### config.mk
export PLATFORM = sky130hd
export DESIGN_NAME = rng_result_capture
export DESIGN_NICKNAME = d
export VERILOG_FILES = /design/src/rtl/rng_capture_pkg.sv /design/src/rtl/rng_history_buf.sv /design/src/rtl/rng_result_capture.sv
export SDC_FILE = /design/constraint.sdc
export NUM_CORES = 1
export LEC_CHECK = 0
export ABC_AREA = 1
export BUFFER_PORTS_ARGS = -buffer_cell sky130_fd_sc_hd__buf_2
export CORE_AREA = 2 2 72 74
export CTS_BUF_LIST = sky130_fd_sc_hd__clkbuf_8
export DETAILED_ROUTE_END_ITERATION = 10
export DIE_AREA = 0 0 74 76
export PLACE_DENSITY = 0.84
export SETUP_SLACK_MARGIN = 0.5
export SYNTH_ARGS = -nofsm -noshare
export SYNTH_HDL_FRONTEND = slang
export SYNTH_SLANG_ARGS = --single-unit
### constraint.sdc
create_clock -name i_clk -period 1.8 [get_ports i_clk]
set_clock_uncertainty 0.15 [all_clocks]
set_input_delay 0.18 -clock i_clk [delete_from_list [all_inputs] [get_ports i_clk]]
set_output_delay 0.18 -clock i_clk [all_outputs]
set_load 0.005 [all_outputs]
### src/rtl/rng_capture_pkg.sv
// Shared types and default sizing for the random-number generator result path.
package rng_capture_pkg;

    localparam int DATA_W_DEF = 4;
    localparam int DEPTH_DEF  = 4;

    typedef enum logic [1:0] {
        S_IDLE  = 2'd0,
        S_ARM   = 2'd1,
        S_TRACK = 2'd2
    } state_t;

endpackage

### src/rtl/rng_history_buf.sv
// Newest-first history of settled results: shift-in on push, flush on clear,
// saturating occupancy count and a combinational indexed read.
module rng_history_buf
    import rng_capture_pkg::*;
#(
    parameter  int DATA_W = DATA_W_DEF,
    parameter  int DEPTH  = DEPTH_DEF,
    localparam int IDX_W  = $clog2(DEPTH)
) (
    input  logic              i_clk,
    input  logic              i_rst,
    input  logic              i_push,
    input  logic              i_clear,
    input  logic [DATA_W-1:0] i_data,
    input  logic [IDX_W-1:0]  i_rd_idx,
    output logic [DATA_W-1:0] o_rd_data,
    output logic              o_rd_valid,
    output logic [IDX_W:0]    o_count
);

    localparam logic [IDX_W:0] FULL = (IDX_W+1)'(DEPTH);

    logic [DATA_W-1:0] entry_q [DEPTH];
    logic [DATA_W-1:0] entry_d [DEPTH];
    logic [IDX_W:0]    count_q;
    logic [IDX_W:0]    count_d;

    // Next history contents: clear beats a simultaneous push.
    always_comb begin
        for (int k = 0; k < DEPTH; k++) begin
            entry_d[k] = entry_q[k];
        end
        count_d = count_q;
        if (i_clear) begin
            for (int k = 0; k < DEPTH; k++) begin
                entry_d[k] = {DATA_W{1'b0}};
            end
            count_d = {(IDX_W+1){1'b0}};
        end else if (i_push) begin
            entry_d[0] = i_data;
            for (int k = 1; k < DEPTH; k++) begin
                entry_d[k] = entry_q[k-1];
            end
            if (count_q == FULL) begin
                count_d = FULL;
            end else begin
                count_d = count_q + {{IDX_W{1'b0}}, 1'b1};
            end
        end else begin
            count_d = count_q;
        end
    end

    // History storage and count registers.
    always_ff @(posedge i_clk or posedge i_rst) begin
        if (i_rst) begin
            for (int k = 0; k < DEPTH; k++) begin
                entry_q[k] <= {DATA_W{1'b0}};
            end
            count_q <= {(IDX_W+1){1'b0}};
        end else begin
            for (int k = 0; k < DEPTH; k++) begin
                entry_q[k] <= entry_d[k];
            end
            count_q <= count_d;
        end
    end

    assign o_rd_valid = ({1'b0, i_rd_idx} < count_q);
    assign o_rd_data  = o_rd_valid ? entry_q[i_rd_idx] : {DATA_W{1'b0}};
    assign o_count    = count_q;

endmodule

### src/rtl/rng_result_capture.sv
// Watches the generator output after a start pulse, captures it once it has
// held steady for SETTLE compares, and aborts tracking after TIMEOUT cycles.
module rng_result_capture
    import rng_capture_pkg::*;
#(
    parameter  int DATA_W  = DATA_W_DEF,
    parameter  int DEPTH   = DEPTH_DEF,
    parameter  int SETTLE  = 8,
    parameter  int TIMEOUT = 1_000_000,
    localparam int IDX_W   = $clog2(DEPTH)
) (
    input  logic              i_clk,
    input  logic              i_rst,
    input  logic              i_start,
    input  logic              i_clear,
    input  logic [DATA_W-1:0] i_random,
    input  logic [IDX_W-1:0]  i_rd_idx,
    output logic [DATA_W-1:0] o_rd_data,
    output logic              o_rd_valid,
    output logic [IDX_W:0]    o_count,
    output logic              o_busy,
    output logic              o_done,
    output logic              o_timeout
);

    localparam int SC_W = $clog2(SETTLE + 1);
    localparam int TC_W = $clog2(TIMEOUT);
    // Comparing stable_cnt against SETTLE-1 is the same as stable_cnt+1 == SETTLE.
    localparam logic [SC_W-1:0] SETTLE_LAST = SC_W'(SETTLE - 1);
    localparam logic [TC_W-1:0] TMO_LAST    = TC_W'(TIMEOUT - 1);

    state_t            state_q, state_d;
    logic [DATA_W-1:0] prev_q, prev_d;
    logic [SC_W-1:0]   stable_q, stable_d;
    logic [TC_W-1:0]   tmo_q, tmo_d;
    logic              busy_q, busy_d;
    logic              done_q, done_d;
    logic              tout_q, tout_d;
    logic              same_s;
    logic              capture_s;
    logic              abort_s;

    assign same_s    = (i_random == prev_q);
    assign capture_s = (state_q == S_TRACK) && !i_start && same_s && (stable_q == SETTLE_LAST);
    assign abort_s   = (state_q == S_TRACK) && !i_start && !capture_s && (tmo_q == TMO_LAST);

    // FSM state register.
    always_ff @(posedge i_clk or posedge i_rst) begin
        if (i_rst) begin
            state_q <= S_IDLE;
        end else begin
            state_q <= state_d;
        end
    end

    // Next-state logic; a start during tracking re-arms without capturing.
    always_comb begin
        state_d = state_q;
        case (state_q)
            S_IDLE: begin
                if (i_start) begin
                    state_d = S_ARM;
                end else begin
                    state_d = S_IDLE;
                end
            end
            S_ARM: state_d = S_TRACK;
            S_TRACK: begin
                if (i_start) begin
                    state_d = S_ARM;
                end else if (capture_s || abort_s) begin
                    state_d = S_IDLE;
                end else begin
                    state_d = S_TRACK;
                end
            end
            default: state_d = S_IDLE;
        endcase
    end

    // Tracking datapath and pulse outputs derived from the current state.
    always_comb begin
        prev_d   = prev_q;
        stable_d = stable_q;
        tmo_d    = tmo_q;
        case (state_q)
            S_ARM: begin
                prev_d   = i_random;
                stable_d = {SC_W{1'b0}};
                tmo_d    = {TC_W{1'b0}};
            end
            S_TRACK: begin
                prev_d = i_random;
                tmo_d  = tmo_q + {{(TC_W-1){1'b0}}, 1'b1};
                if (same_s) begin
                    stable_d = stable_q + {{(SC_W-1){1'b0}}, 1'b1};
                end else begin
                    stable_d = {SC_W{1'b0}};
                end
            end
            default: begin
                prev_d   = prev_q;
                stable_d = stable_q;
                tmo_d    = tmo_q;
            end
        endcase
        busy_d = (state_d == S_TRACK);
        done_d = capture_s;
        tout_d = abort_s;
    end

    // Tracking datapath and registered status outputs.
    always_ff @(posedge i_clk or posedge i_rst) begin
        if (i_rst) begin
            prev_q   <= {DATA_W{1'b0}};
            stable_q <= {SC_W{1'b0}};
            tmo_q    <= {TC_W{1'b0}};
            busy_q   <= 1'b0;
            done_q   <= 1'b0;
            tout_q   <= 1'b0;
        end else begin
            prev_q   <= prev_d;
            stable_q <= stable_d;
            tmo_q    <= tmo_d;
            busy_q   <= busy_d;
            done_q   <= done_d;
            tout_q   <= tout_d;
        end
    end

    rng_history_buf #(
        .DATA_W (DATA_W),
        .DEPTH  (DEPTH)
    ) u_hist (
        .i_clk      (i_clk),
        .i_rst      (i_rst),
        .i_push     (capture_s),
        .i_clear    (i_clear),
        .i_data     (i_random),
        .i_rd_idx   (i_rd_idx),
        .o_rd_data  (o_rd_data),
        .o_rd_valid (o_rd_valid),
        .o_count    (o_count)
    );

    assign o_busy    = busy_q;
    assign o_done    = done_q;
    assign o_timeout = tout_q;

endmodule

==> flow_metrics.py, run 1 <==
metrics = {
    "cts": {
        "cts_tree": "done",
        "clockBufferDepth": 2,
        "htreeDepth": 2,
        "cts_root_buffer": "clkbuf_8",
        "hold_buffers": 2,
        "clock_sinks": 52,
        "cts-buffers-inserted": 5,
        "clk-insertion-delay-late_ns": 0.32,
        "clk_pin_slew_ns": 0.09,
    },
    "die": {
        "rows": 26,
        "start_util_pct": 59.58,
        "core_um2": 4912,
        "die-area_um2": 5624,
        "io_pins": 21,
        "die_y_um": 76,
        "fp.dieW_um": 74,
    },
    "finish": {
        "mostFrequentLayoutCells": "nand2_1 (73), inv_1 (56), dfrtp_1 (46)",
        "insertedDiodeCount": 0,
        "num-fill-cells": 190,
        "final_cells": 554,
        "mostFrequentLayoutCell": "nand2_1",
        "area_growth_syn_to_layout_pct": 51.35,
        "drive_gt1_share_pct": 45.87,
        "fin_nets": 501,
    },
    "grt": {
        "grt.total_usage_pct": 31.52,
        "grt_overflow": 0,
        "grt_pass1_wl_um": 13810,
        "grt_max_degree": 26,
        "grt_pass1_vias": 3071,
        "antenna_found_initial": 0,
    },
    "routing": {
        "vias_per_cell": 6.217,
        "finalWirelength_um": 11660,
        "first_iter_violations": 438,
        "drcViolationCount": 0,
        "wl_per_cell_um": 21.04,
        "drt_pre_antenna_iters": 6,
        "vias": 3444,
        "drt.antenna.violating_nets": 0,
    },
    "timing": {
        "finalHoldViolCount": 23,
        "fmax_mhz": 538.2,
        "whs_ns": -0.2311,
        "slew_headroom_pct": 61.94,
        "setup_ws_ns": -0.05795,
        "finalSetupViolCount": 9,
        "worst_pin_slew_ns": 0.5697,
        "period_minus_slack_ns": 1.858,
        "finalCritPeriodShare_pct": 103.2,
        "rsz0062_at_grt": "true",
        "drv_slew": 0,
    },
    "worst_setup_path": {
        "critPathLaunchType": "register",
        "cp.depth": 7,
        "reg2reg_slack_ns": -0.04,
        "worst-path-buf-inv": 3,
        "end_kind": "primary output",
        "critPathKind": "reg2out",
        "crit_path_top_delay_cell": "dfrtp_1",
        "path_max_fanout": 4,
        "cp_cell_sequence": "inv_2, ha_4, o21ai_2, a21oi_2, buf_6, a21oi_2, buf_2",
        "critical_path_arrival_ns": 1.53,
        "slowest_delay_ns": 0.39,
        "path_delay_family": "flip-flops",
        "worstRegToRegCells": 9,
        "cp.required_ns": 1.47,
        "cp_common_cell": "a21oi_2",
    },
    "yosys": {
        "synth_seq_cells": 52,
        "synthCells": 408,
        "ys_warn_count": 0,
        "syn_avg_cell_area_um2": 7.173,
        "synth_area_um2": 2927,
        "synthDistinctLibCells": 31,
        "syn_nets": 424,
        "ys_seq_area_share_pct": 44.46,
    },
    "placed_design": {
        "port_buffers": 20,
        "place_inst": 494,
        "dp_hpwl_um": 4488,
        "place_congestion": 0.8797,
        "pre_cts_ws_ns": 0.1279,
    },
    "power_and_ir_drop": {
        "vdd_ir_drop_max_uv": 874.4,
        "p_per_area_nw_per_um2": 662.6,
        "power.leakage_nw": 2.079,
    },
    "status": {
        "status": "finished, violations left",
        "violations": "hold timing, setup timing",
    },
    "flow_run": {
        "maxCapViolations": 0,
    },
    "min_path": {
        "min_path_type": "in2async",
    },
}
cell type report:
| type | instances | area, um^2 | share of cell area, % |
|---|---|---|---|
| Multi-Input combinational cell | 278 | 1911 | 43.14 |
| Clock buffer | 5 | 68.82 | 1.554 |
| Timing Repair inverter | 1 | 11.26 | 0.2542 |
| Tap cell | 70 | 87.58 | 1.977 |
| Sequential cell | 52 | 1309 | 29.55 |
| Timing Repair Buffer | 78 | 720.7 | 16.27 |
| Clock inverter | 1 | 30.03 | 0.6780 |
| Inverter | 69 | 291.5 | 6.582 |
report_power, final:
part / switching [mW] / total (mW) / internal, mW
clock: 0.413 / 0.813 / 0.401
sequential: 0.0769 / 1.30 / 1.22
combinational: 0.451 / 0.826 / 0.374
total: 0.941 / 2.93 / 1.99
timing repair:
item / CTS / global route
endpoints found under the setup margin: 53 / 58
resized for setup: 109 / 73
pin swaps: 30 / 29
gates cloned: 3 / 0
hold endpoints to repair: 25 / 23
buffers inserted: 29 / 20
synth_stat cells, drive strengths merged:
library cell,n,area [um^2]
xor2,1,8.760
ha,6,75.07
buf,6,42.54
or2,1,6.260
a21oi,21,105.1
nor3,8,45.04
nand3,23,135.1
a22o,1,8.760
inv,67,251.5
nand2,109,411.7
clkinv,2,8.750
nor4,1,6.260
o21a,1,7.510
o21ai,37,192.7
nand4,6,37.54
dfrtp,52,1301
a211oi,1,7.510
clkbuf,3,11.26
nor3b,1,7.510
nor2,59,244.0
o22ai,2,12.51
metrics by stage:
| step | utilization (%) | area [um^2] | power (mW) | TNS (ns) |
|---|---|---|---|---|
| 5_1_grt | 90.17 | 4429 | 3.000 | -1.708 |
| 3_5_place_dp | 65.41 | 3213 | 1.640 | 0 |
| 4_1_cts | 80.69 | 3964 | 2.631 | -0.1735 |
| 3_3_place_gp | 65.41 | 3213 | 1.627 | 0 |
| 6_report | 90.17 | 4429 | 2.935 | -0.3372 |
| 2_1_floorplan | - | 3064 | 1.570 | 0 |
worst register-to-register path: cells and delay by family (launching register included):
family                 cells  cell delay, ns
AO/OA/AOI/OAI              1            0.07
buffers and inverters      3            0.42
AND/OR/NAND/NOR            5            0.62
flip-flops                 1            0.51
sequential cells by signal, summed over array words and instances (netlist names):
register	count
u_hist.o_count	3
state_q	2
u_hist.entry_q	16
o_busy	1
o_timeout	1
tmo_q	20
prev_q	4
stable_q	4
o_done	1
logic make-up after synthesis:
family / after synthesis / share of synthesized area [%]
flip-flops: 52 / 44.46
AO/OA/AOI/OAI: 63 / 11.42
buffers and inverters: 78 / 10.73
adder cells (fa/ha/maj): 6 / 2.565
AND/OR/NAND/NOR: 208 / 30.53
XOR/XNOR: 1 / 0.2993
final timing paths:
kind,startpoint,end
max,u_hist.o_count[1]$_DFFE_PP0P_,o_rd_data[1]
min,i_rst,u_hist.entry_q[8]$_DFFE_PP0P_
max reg2reg,prev_q[3]$_DFFE_PP0P_,u_hist.entry_q[15]$_DFFE_PP0P_
min reg2reg,state_q[0]$_DFF_PP0_,state_q[0]$_DFF_PP0_
max in group asynchronous,i_rst,tmo_q[9]$_DFFE_PP0P_
min in group i_clk,i_random[0],prev_q[0]$_DFFE_PP0P_
routing by layer:
| layer | routed length, um | track usage (%) | up-vias |
|---|---|---|---|
| met4 | 1071 | 15.09 | 0 |
| met1 | 3893 | 36.51 | 1613 |
| met2 | 5548 | 54.64 | 283 |
| met5 | 0 | 0 | - |
| met3 | 1145 | 5.820 | 120 |
| li1 | - | - | 1428 |
No activity file was read; power rests on OpenSTA's default activity.
==> inputs of run 2 (changes only) <==
- CAP_MARGIN: not set -> 15
- CORE_AREA: 2 2 72 74 -> 2 2 71 73
- DIE_AREA: 0 0 74 76 -> 0 0 73 75
- PLACE_DENSITY: 0.84 -> 0.86
- clock period: 1.8 -> 2.3 ns (I/O delays scaled with it)
==> run 2 against run 1 <==
  * The run now ends clean
  * Combinational power shrank 66%
  * Critical path depth shrank 1
  * First-iteration DRC count shrank 52%
  * Flip-flop and latch count is the same
  * Hold slack gained 0.25 ns
  * Core utilization shrank 16 points
  * Clock power shrank 15%
  * Sequential share of layout area grew 8.3 points
  * Clock-buffer cell count grew 2
  * Critical path type unchanged
  * Highest routed layer unchanged
==> flow_metrics.py, run 2 (synthesis results as in run 1) <==
metrics = {
    "status": {
        "status": "completed",
    },
    "grt": {
        "grt_pass1_vias": 2502,
        "grt_pass1_wl_um": 10480,
        "grt_max_degree": 53,
        "grt.total_usage_pct": 24.47,
        "grt_overflow": 0,
        "antenna_found_initial": 0,
    },
    "cts": {
        "cts_tree": "done",
        "htreeDepth": 2,
        "clk-insertion-delay-late_ns": 0.31,
        "clockBufferDepth": 2,
        "cts-buffers-inserted": 5,
        "clk_pin_slew_ns": 0.10,
        "cts_root_buffer": "clkbuf_8",
        "clock_sinks": 52,
    },
    "timing": {
        "worst_pin_slew_ns": 0.6540,
        "finalSetupViolCount": 0,
        "whs_ns": 0.01746,
        "period_minus_slack_ns": 1.818,
        "finalHoldViolCount": 0,
        "finalCritPeriodShare_pct": 79.05,
        "rsz0062_at_grt": "true",
        "drv_slew": 0,
        "slew_headroom_pct": 56.40,
        "setup_tns_ns": 0,
        "fmax_mhz": 550.0,
    },
    "worst_setup_path": {
        "end_kind": "primary output",
        "critPathLaunchType": "register",
        "critical_path_arrival_ns": 1.44,
        "cp_cell_sequence": "inv_2, ha_4, o21ai_2, a21oi_4, a21oi_1, buf_2",
        "crit_path_top_delay_cell": "dfrtp_1",
        "slowest_delay_ns": 0.38,
        "cp.required_ns": 1.92,
        "path_max_fanout": 5,
        "critPathKind": "reg2out",
    },
    "finish": {
        "insertedDiodeCount": 0,
        "fin_nets": 459,
        "largest_registers": "tmo_q x20, u_hist.entry_q x16",
        "drive_gt1_share_pct": 17.12,
        "mostFrequentLayoutCells": "nand2_1 (107), inv_1 (62), dfrtp_1 (52)",
        "mostFrequentLayoutCell": "nand2_1",
        "num-fill-cells": 340,
        "top_register": "tmo_q",
        "area_growth_syn_to_layout_pct": 17.40,
        "largest_reg_flops": 20,
    },
    "die": {
        "fp.dieW_um": 73,
        "io_pins": 21,
        "core_um2": 4661,
        "rows": 25,
        "start_util_pct": 62.79,
        "die-area_um2": 5475,
        "die_y_um": 75,
    },
    "placed_design": {
        "place_congestion": 0.8695,
        "port_buffers": 20,
        "dp_hpwl_um": 4325,
    },
    "power_and_ir_drop": {
        "swShare_pct": 26.49,
        "power.leakage_nw": 1.773,
        "p_int_mw": 1.438,
        "clockPowerShare_pct": 35.1,
        "power.switching_mw": 0.5183,
        "combPwrFrac_pct": 14.3,
        "seqPwrFrac_pct": 50.6,
        "p_per_area_nw_per_um2": 569.5,
        "vdd_ir_drop_max_uv": 451.7,
    },
    "routing": {
        "wl_met2_um": 3386,
        "drt.antenna.violating_nets": 0,
        "first_iter_violations": 212,
        "finalWirelength_um": 6665,
        "vias_per_cell": 5.394,
        "drcViolationCount": 0,
        "vias": 2686,
        "drt-met1-wl_um": 2958,
        "dr.max_layer_used": "met4",
        "drt_pre_antenna_iters": 5,
        "wl_per_cell_um": 13.38,
        "dr_wl_met3_um": 277,
    },
    "min_path": {
        "min_path_type": "in2reg",
    },
    "flow_run": {
        "maxCapViolations": 0,
    },
}
## run 2: cell types whose count changed in the layout (fill, tap and decap cells not counted), moves of 9 or more
| cell | delta |
|---|---|
| nor2_1 | +12 |
| nand3_2 | -9 |
| nand2_1 | +34 |
| a21oi_1 | +11 |
| a21oi_2 | -11 |
| nor2_4 | -13 |
| nand2_2 | -23 |
| nand3_1 | +12 |
| buf_4 | -16 |
| o21ai_2 | -17 |
| buf_6 | -19 |
| o21ai_0 | +17 |
## run 2: cell type report
cell class	instances	area [um^2]	area share, %
multi-input cells	278	1398	40.68
flip-flops and latches	52	1301	37.87
repair buffers	37	281.5	8.194
inverters	69	261.5	7.611
clock buffers	7	96.34	2.804
well taps	54	67.56	1.966
clock inverters	1	30.03	0.8740
## run 2: through the flow
step	instances	area, um^2	util (%)	worst slack, ns	total power [mW]
2_1_floorplan	408	2927	-	0.6621	1.180
3_3_place_gp	477	3070	65.88	0.4829	1.243
3_5_place_dp	477	3070	65.88	0.4183	1.256
4_1_cts	493	3291	70.60	0.4187	1.942
5_1_grt	498	3436	73.72	0.4262	2.034
6_report	498	3436	73.72	0.4817	1.957
## run 2: final timing paths
| kind | start | to | slack (ns) | cells past startpoint |
|---|---|---|---|---|
| worst min register to register | state_q[0]$_DFF_PP0_ | state_q[0]$_DFF_PP0_ | 0.30 | 1 |
| worst min-delay path | i_random[2] | prev_q[2]$_DFFE_PP0P_ | 0.02 | 3 |
| max in group asynchronous | i_rst | tmo_q[10]$_DFFE_PP0P_ | 1.07 | 4 |
| min in group asynchronous | i_rst | tmo_q[18]$_DFFE_PP0P_ | 0.49 | 4 |
| worst max register to register | u_hist.o_count[1]$_DFFE_PP0P_ | u_hist.o_count[0]$_DFFE_PP0P_ | 0.53 | 10 |
| worst max-delay path | u_hist.o_count[1]$_DFFE_PP0P_ | o_rd_data[3] | 0.48 | 6 |
## run 2: repair_timing
item,CTS,global route
gates cloned,0,2
endpoints found under the setup margin,29,40
pin swaps,3,8
hold endpoints to repair,52,0
hold buffers,1,0
setup buffers,7,3
resized for setup,9,20
## run 2: routing by layer
metal / track usage, % / up-vias
met1: 31.35 / 1255
met2: 42.44 / 77
met4: 7.202 / 0
met3: 4.685 / 8
met5: 0 / -
li1: - / 1346
## run 2: power by group through the flow
stage	Sequential (mW)	Clock (mW)	Combinational (mW)
final	0.990	0.687	0.280
after global routing	0.994	0.724	0.316
after CTS	0.987	0.695	0.261
after detailed placement	1.01	0	0.251
after global placement	1.00	0	0.242
after floorplan	0.998	0	0.182
## run 2: critical path: cells and delay by family, from the launching register on
family / cells / cell delay (ns)
flops: 1 / 0.38
compound gates: 3 / 0.32
fa+ha+maj: 1 / 0.25
buf+inv: 2 / 0.19
==> inputs of run 3 (changes only) <==
- ABC_AREA: 1 -> 0
- CORE_AREA: 2 2 71 73 -> 2 2 69 71
- DIE_AREA: 0 0 73 75 -> 0 0 71 73
- PLACE_DENSITY: 0.86 -> 0.85
- clock period: 2.3 -> 1.75 ns (I/O delays scaled with it)
==> run 3 against run 2 <==
  * The run now fails in global routing (5_1_grt)
  * Synthesized area shrank 8.1%
  * Synthesized cell count shrank 32%
==> flow_metrics.py, run 3 <==
metrics = {
    "status": {
        "status": "did not finish",
        "haltStage": "global routing (5_1_grt)",
        "toolErrorMsg": "[ERROR DPL-0033] detailed placement checks failed during check placement.",
    },
    "placed_design": {
        "place_inst": 374,
        "placedInstanceArea_um2": 3182,
        "dp_hpwl_um": 4409,
        "port_buffers": 20,
        "place_congestion": 0.8796,
    },
    "cts": {
        "clockBufferDepth": 2,
        "clock_sinks": 52,
        "htreeDepth": 2,
        "cts_root_buffer": "clkbuf_8",
        "cts-buffers-inserted": 5,
    },
    "timing": {
        "worstEndpointType": "register input",
        "worst_endpoint": "tmo_q[19]$_DFFE_PP0P_/D",
    },
    "yosys": {
        "synthCells": 279,
        "synth_ff_type": "dfrtp_1",
        "synth_top_area_share_pct": 48.37,
        "synth.most_common_cell": "dfrtp_1",
        "synth_top_cell_by_area": "dfrtp_1",
        "syn_nets": 295,
        "synthDistinctLibCells": 40,
        "syn_avg_cell_area_um2": 9.642,
        "ys_seq_area_share_pct": 48.37,
        "synth_area_um2": 2690,
        "ys_warn_count": 0,
        "ys_top_cells_by_area": "dfrtp_1 (48%), o21ai_0 (5.2%), nand3_1 (5.0%), a21oi_1 (4.8%), mux4_2 (3.3%)",
        "post_synth_most_frequent_cells": "dfrtp_1 (52), o21ai_0 (28), nand3_1 (27)",
        "synthArstFlopShare_pct": 100.0,
        "synth_edf_count": 0,
        "synth_seq_cells": 52,
    },
    "die": {
        "io_pins": 21,
        "fp.dieW_um": 71,
        "start_util_pct": 59.31,
        "die_y_um": 73,
        "rows": 25,
    },
    "grt": {
        "antenna_found_initial": 1,
        "grt_max_degree": 33,
    },
}
-- run 3: stage by stage --
stage	hold slack (ns)	setup slack [ns]
after floorplan	0.08007	-0.2327
after global placement	0.07040	-0.1056
after detailed placement	0.08074	-0.1906
after CTS	0.005035	-0.1675
-- run 3: cells by family after synthesis --
group | synth area share, %
xor+xnor | 3.907
flops | 48.37
fa+ha+maj | 2.791
simple gates | 22.84
compound gates | 13.07
buf+inv | 3.256
mux | 5.767
-- run 3: what timing repair did --
item                                    4_1_cts
resized for setup                            97
hold endpoints to repair                     23
setup buffers                                17
gates cloned                                  3
pin swaps                                    58
hold buffers                                  5
endpoints found under the setup margin       56
==> inputs of run 4 (changes only) <==
- CORE_AREA: 2 2 69 71 -> 2 2 86 88
- CTS_BUF_LIST: sky130_fd_sc_hd__clkbuf_8 -> not set
- DIE_AREA: 0 0 71 73 -> 0 0 88 90
- PLACE_DENSITY: 0.85 -> not set
- PLACE_DENSITY_LB_ADDON: not set -> 0.15
- SETUP_SLACK_MARGIN: 0.5 -> not set
==> run 4 against run 3 <==
  * The flow now finishes, with violations (setup timing)
  * Synthesized cell count is the same
  * Synthesized area did not move
==> flow_metrics.py, run 4 <==
metrics = {
    "status": {
        "status": "finished, violations left",
        "violations": "setup timing",
    },
    "yosys": {
        "synth_top_area_share_pct": 48.37,
        "synth_top_cell_by_area": "dfrtp_1",
        "synth_seq_cells": 52,
        "synthArstFlopShare_pct": 100.0,
        "post_synth_most_frequent_cells": "dfrtp_1 (52), o21ai_0 (28), nand3_1 (27)",
        "synthCells": 279,
        "synth_area_um2": 2690,
        "synth_ff_type": "dfrtp_1",
        "synth_edf_count": 0,
        "ys_seq_area_share_pct": 48.37,
        "ys_top_cells_by_area": "dfrtp_1 (48%), o21ai_0 (5.2%), nand3_1 (5.0%), a21oi_1 (4.8%), mux4_2 (3.3%)",
        "syn_nets": 295,
        "synth.most_common_cell": "dfrtp_1",
        "synthDistinctLibCells": 40,
        "syn_avg_cell_area_um2": 9.642,
        "ys_warn_count": 0,
    },
    "finish": {
        "num-fill-cells": 603,
        "largest_registers": "tmo_q x20, u_hist.entry_q x16",
        "area_growth_syn_to_layout_pct": 51.49,
        "mostFrequentLayoutCells": "dfrtp_1 (50), buf_4 (47), nand3_1 (20)",
        "drive_gt1_share_pct": 48.34,
        "mostFrequentLayoutCell": "dfrtp_1",
        "largest_reg_flops": 20,
        "insertedDiodeCount": 0,
        "top_register": "tmo_q",
        "fin_nets": 377,
    },
    "routing": {
        "finalWirelength_um": 7360,
        "wl_per_cell_um": 15.97,
        "vias_per_cell": 5.386,
        "vias": 2483,
        "drcViolationCount": 0,
        "drt.antenna.violating_nets": 0,
        "drt_pre_antenna_iters": 4,
        "first_iter_violations": 96,
    },
    "cts": {
        "clk-insertion-delay-late_ns": 0.31,
        "clock_sinks": 52,
        "htreeDepth": 2,
        "clk_pin_slew_ns": 0.10,
        "cts_tree": "done",
        "cts-buffers-inserted": 5,
        "clockBufferDepth": 2,
        "cts_root_buffer": "clkbuf_8",
    },
    "flow_run": {
        "maxCapViolations": 0,
    },
    "worst_setup_path": {
        "cp_cell_sequence": "ha_4, and4b_1, and3_1, or4b_4, a21oi_2",
        "worst-path-buf-inv": 0,
        "end_kind": "register",
        "critPathKind": "reg2reg",
        "reg2reg_slack_ns": -0.16,
        "path_max_fanout": 2,
        "critPathLaunchType": "register",
        "path_delay_family": "simple AND/OR/NAND/NOR gates",
        "cp.required_ns": 1.84,
        "slowest_delay_ns": 0.46,
        "critical_path_arrival_ns": 2.00,
        "crit_path_top_delay_cell": "or4b_4",
    },
    "timing": {
        "rsz0062_at_grt": "true",
        "setup_ws_ns": -0.1558,
        "setup_tns_ns": -1.011,
        "finalCritPeriodShare_pct": 108.9,
        "slew_headroom_pct": 72.86,
        "fmax_mhz": 524.7,
        "finalHoldViolCount": 0,
        "drv_slew": 0,
        "period_minus_slack_ns": 1.906,
        "worst_pin_slew_ns": 0.4072,
        "finalSetupViolCount": 14,
        "whs_ns": 0.1194,
    },
    "placed_design": {
        "port_buffers": 20,
        "dp_hpwl_um": 4462,
        "place_congestion": 0.8660,
    },
    "grt": {
        "grt_pass1_wl_um": 11540,
        "grt_overflow": 0,
        "antenna_found_initial": 0,
        "grt_pass1_vias": 2372,
        "grt_max_degree": 38,
        "grt.total_usage_pct": 18.15,
    },
    "power_and_ir_drop": {
        "p_per_area_nw_per_um2": 615.9,
        "vdd_ir_drop_max_uv": 379.2,
        "power.total_mw": 2.510,
        "power.leakage_nw": 1.707,
    },
    "die": {
        "rows": 31,
        "core_um2": 7020,
        "io_pins": 21,
        "fp.dieW_um": 88,
        "start_util_pct": 38.32,
        "die_y_um": 90,
        "die-area_um2": 7920,
    },
    "min_path": {
        "min_path_type": "in2reg",
    },
}
==> run 4: logic make-up after synthesis <==
kind of cell               share of synthesized area (%)
AOI/OAI and AO/OA                                  13.07
DFF                                                48.37
and+or+nand+nor                                    22.84
buffers and inverters                              3.256
muxes                                              5.767
adders and majority gates                          2.791
xor gates and xnor gates                           3.907
==> run 4: worst register-to-register path, stage by stage (launching register included) <==
cell     delay (ns)
dfrtp_1        0.42
ha_4           0.25
and4b_1        0.25
and3_1         0.18
or4b_4         0.46
a21oi_2        0.13
==> run 4: where the power goes <==
part	switching, mW	leakage (nW)	total, mW	internal, mW
combinational	0.275	0.953	0.510	0.235
sequential	0.0291	0.709	1.27	1.24
clock	0.409	0.0445	0.731	0.323
total	0.713	1.71	2.51	1.80
==> run 4: final cells by class <==
| cell class | instances | area [um^2] | share of cell area, % |
|---|---|---|---|
| inverter | 8 | 30.03 | 0.7369 |
| clock inverter | 1 | 7.507 | 0.1842 |
| multi-input combinational | 204 | 1723 | 42.28 |
| sequential | 52 | 1304 | 31.99 |
| tap | 99 | 123.9 | 3.040 |
| timing repair buffer | 90 | 800.8 | 19.65 |
| clock buffer | 7 | 86.33 | 2.119 |
==> run 4: per-stage QoR <==
step / cell area [um^2] / util (%) / instances / setup WS (ns)
5_1_grt: 4075 / 58.05 / 461 / -0.2281
6_report: 4075 / 58.05 / 461 / -0.1558
2_1_floorplan: 2754 / - / 279 / -0.2334
3_5_place_dp: 3267 / 46.53 / 425 / -0.1016
4_1_cts: 3572 / 50.88 / 448 / -0.1542
3_3_place_gp: 3267 / 46.53 / 425 / -0.07531
==> run 4: routing by layer <==
metal	up-vias	global-route usage, %	share of wire [%]
met2	45	29.55	52
met1	1254	24.66	45
met5	-	0	0
met4	0	5.128	0.90
met3	7	3.214	2.0
li1	1177	-	-
==> run 4: timing repair <==
item                       in CTS  in global routing
buffers inserted                7                 10
pin swaps                       3                 23
gates cloned                    0                  4
hold endpoints to repair       21                  1
setup endpoints to repair      17                 44
gates resized for setup        20                 81
hold buffers                    8                  1
==> run 4: path summary, 6_finish.rpt <==
| path | cells past startpoint | from | end |
|---|---|---|---|
| max reg2reg | 5 | state_q[1]$_DFF_PP0_ | tmo_q[19]$_DFFE_PP0P_ |
| min in group asynchronous | 3 | i_rst | tmo_q[18]$_DFFE_PP0P_ |
| max in group asynchronous | 4 | i_rst | u_hist.entry_q[15]$_DFFE_PP0P_ |
| min | 4 | i_start | o_timeout$_DFF_PP0_ |
| min reg2reg | 2 | u_hist.entry_q[0]$_DFFE_PP0P_ | u_hist.entry_q[0]$_DFFE_PP0P_ |
| max | 5 | state_q[1]$_DFF_PP0_ | tmo_q[19]$_DFFE_PP0P_ |
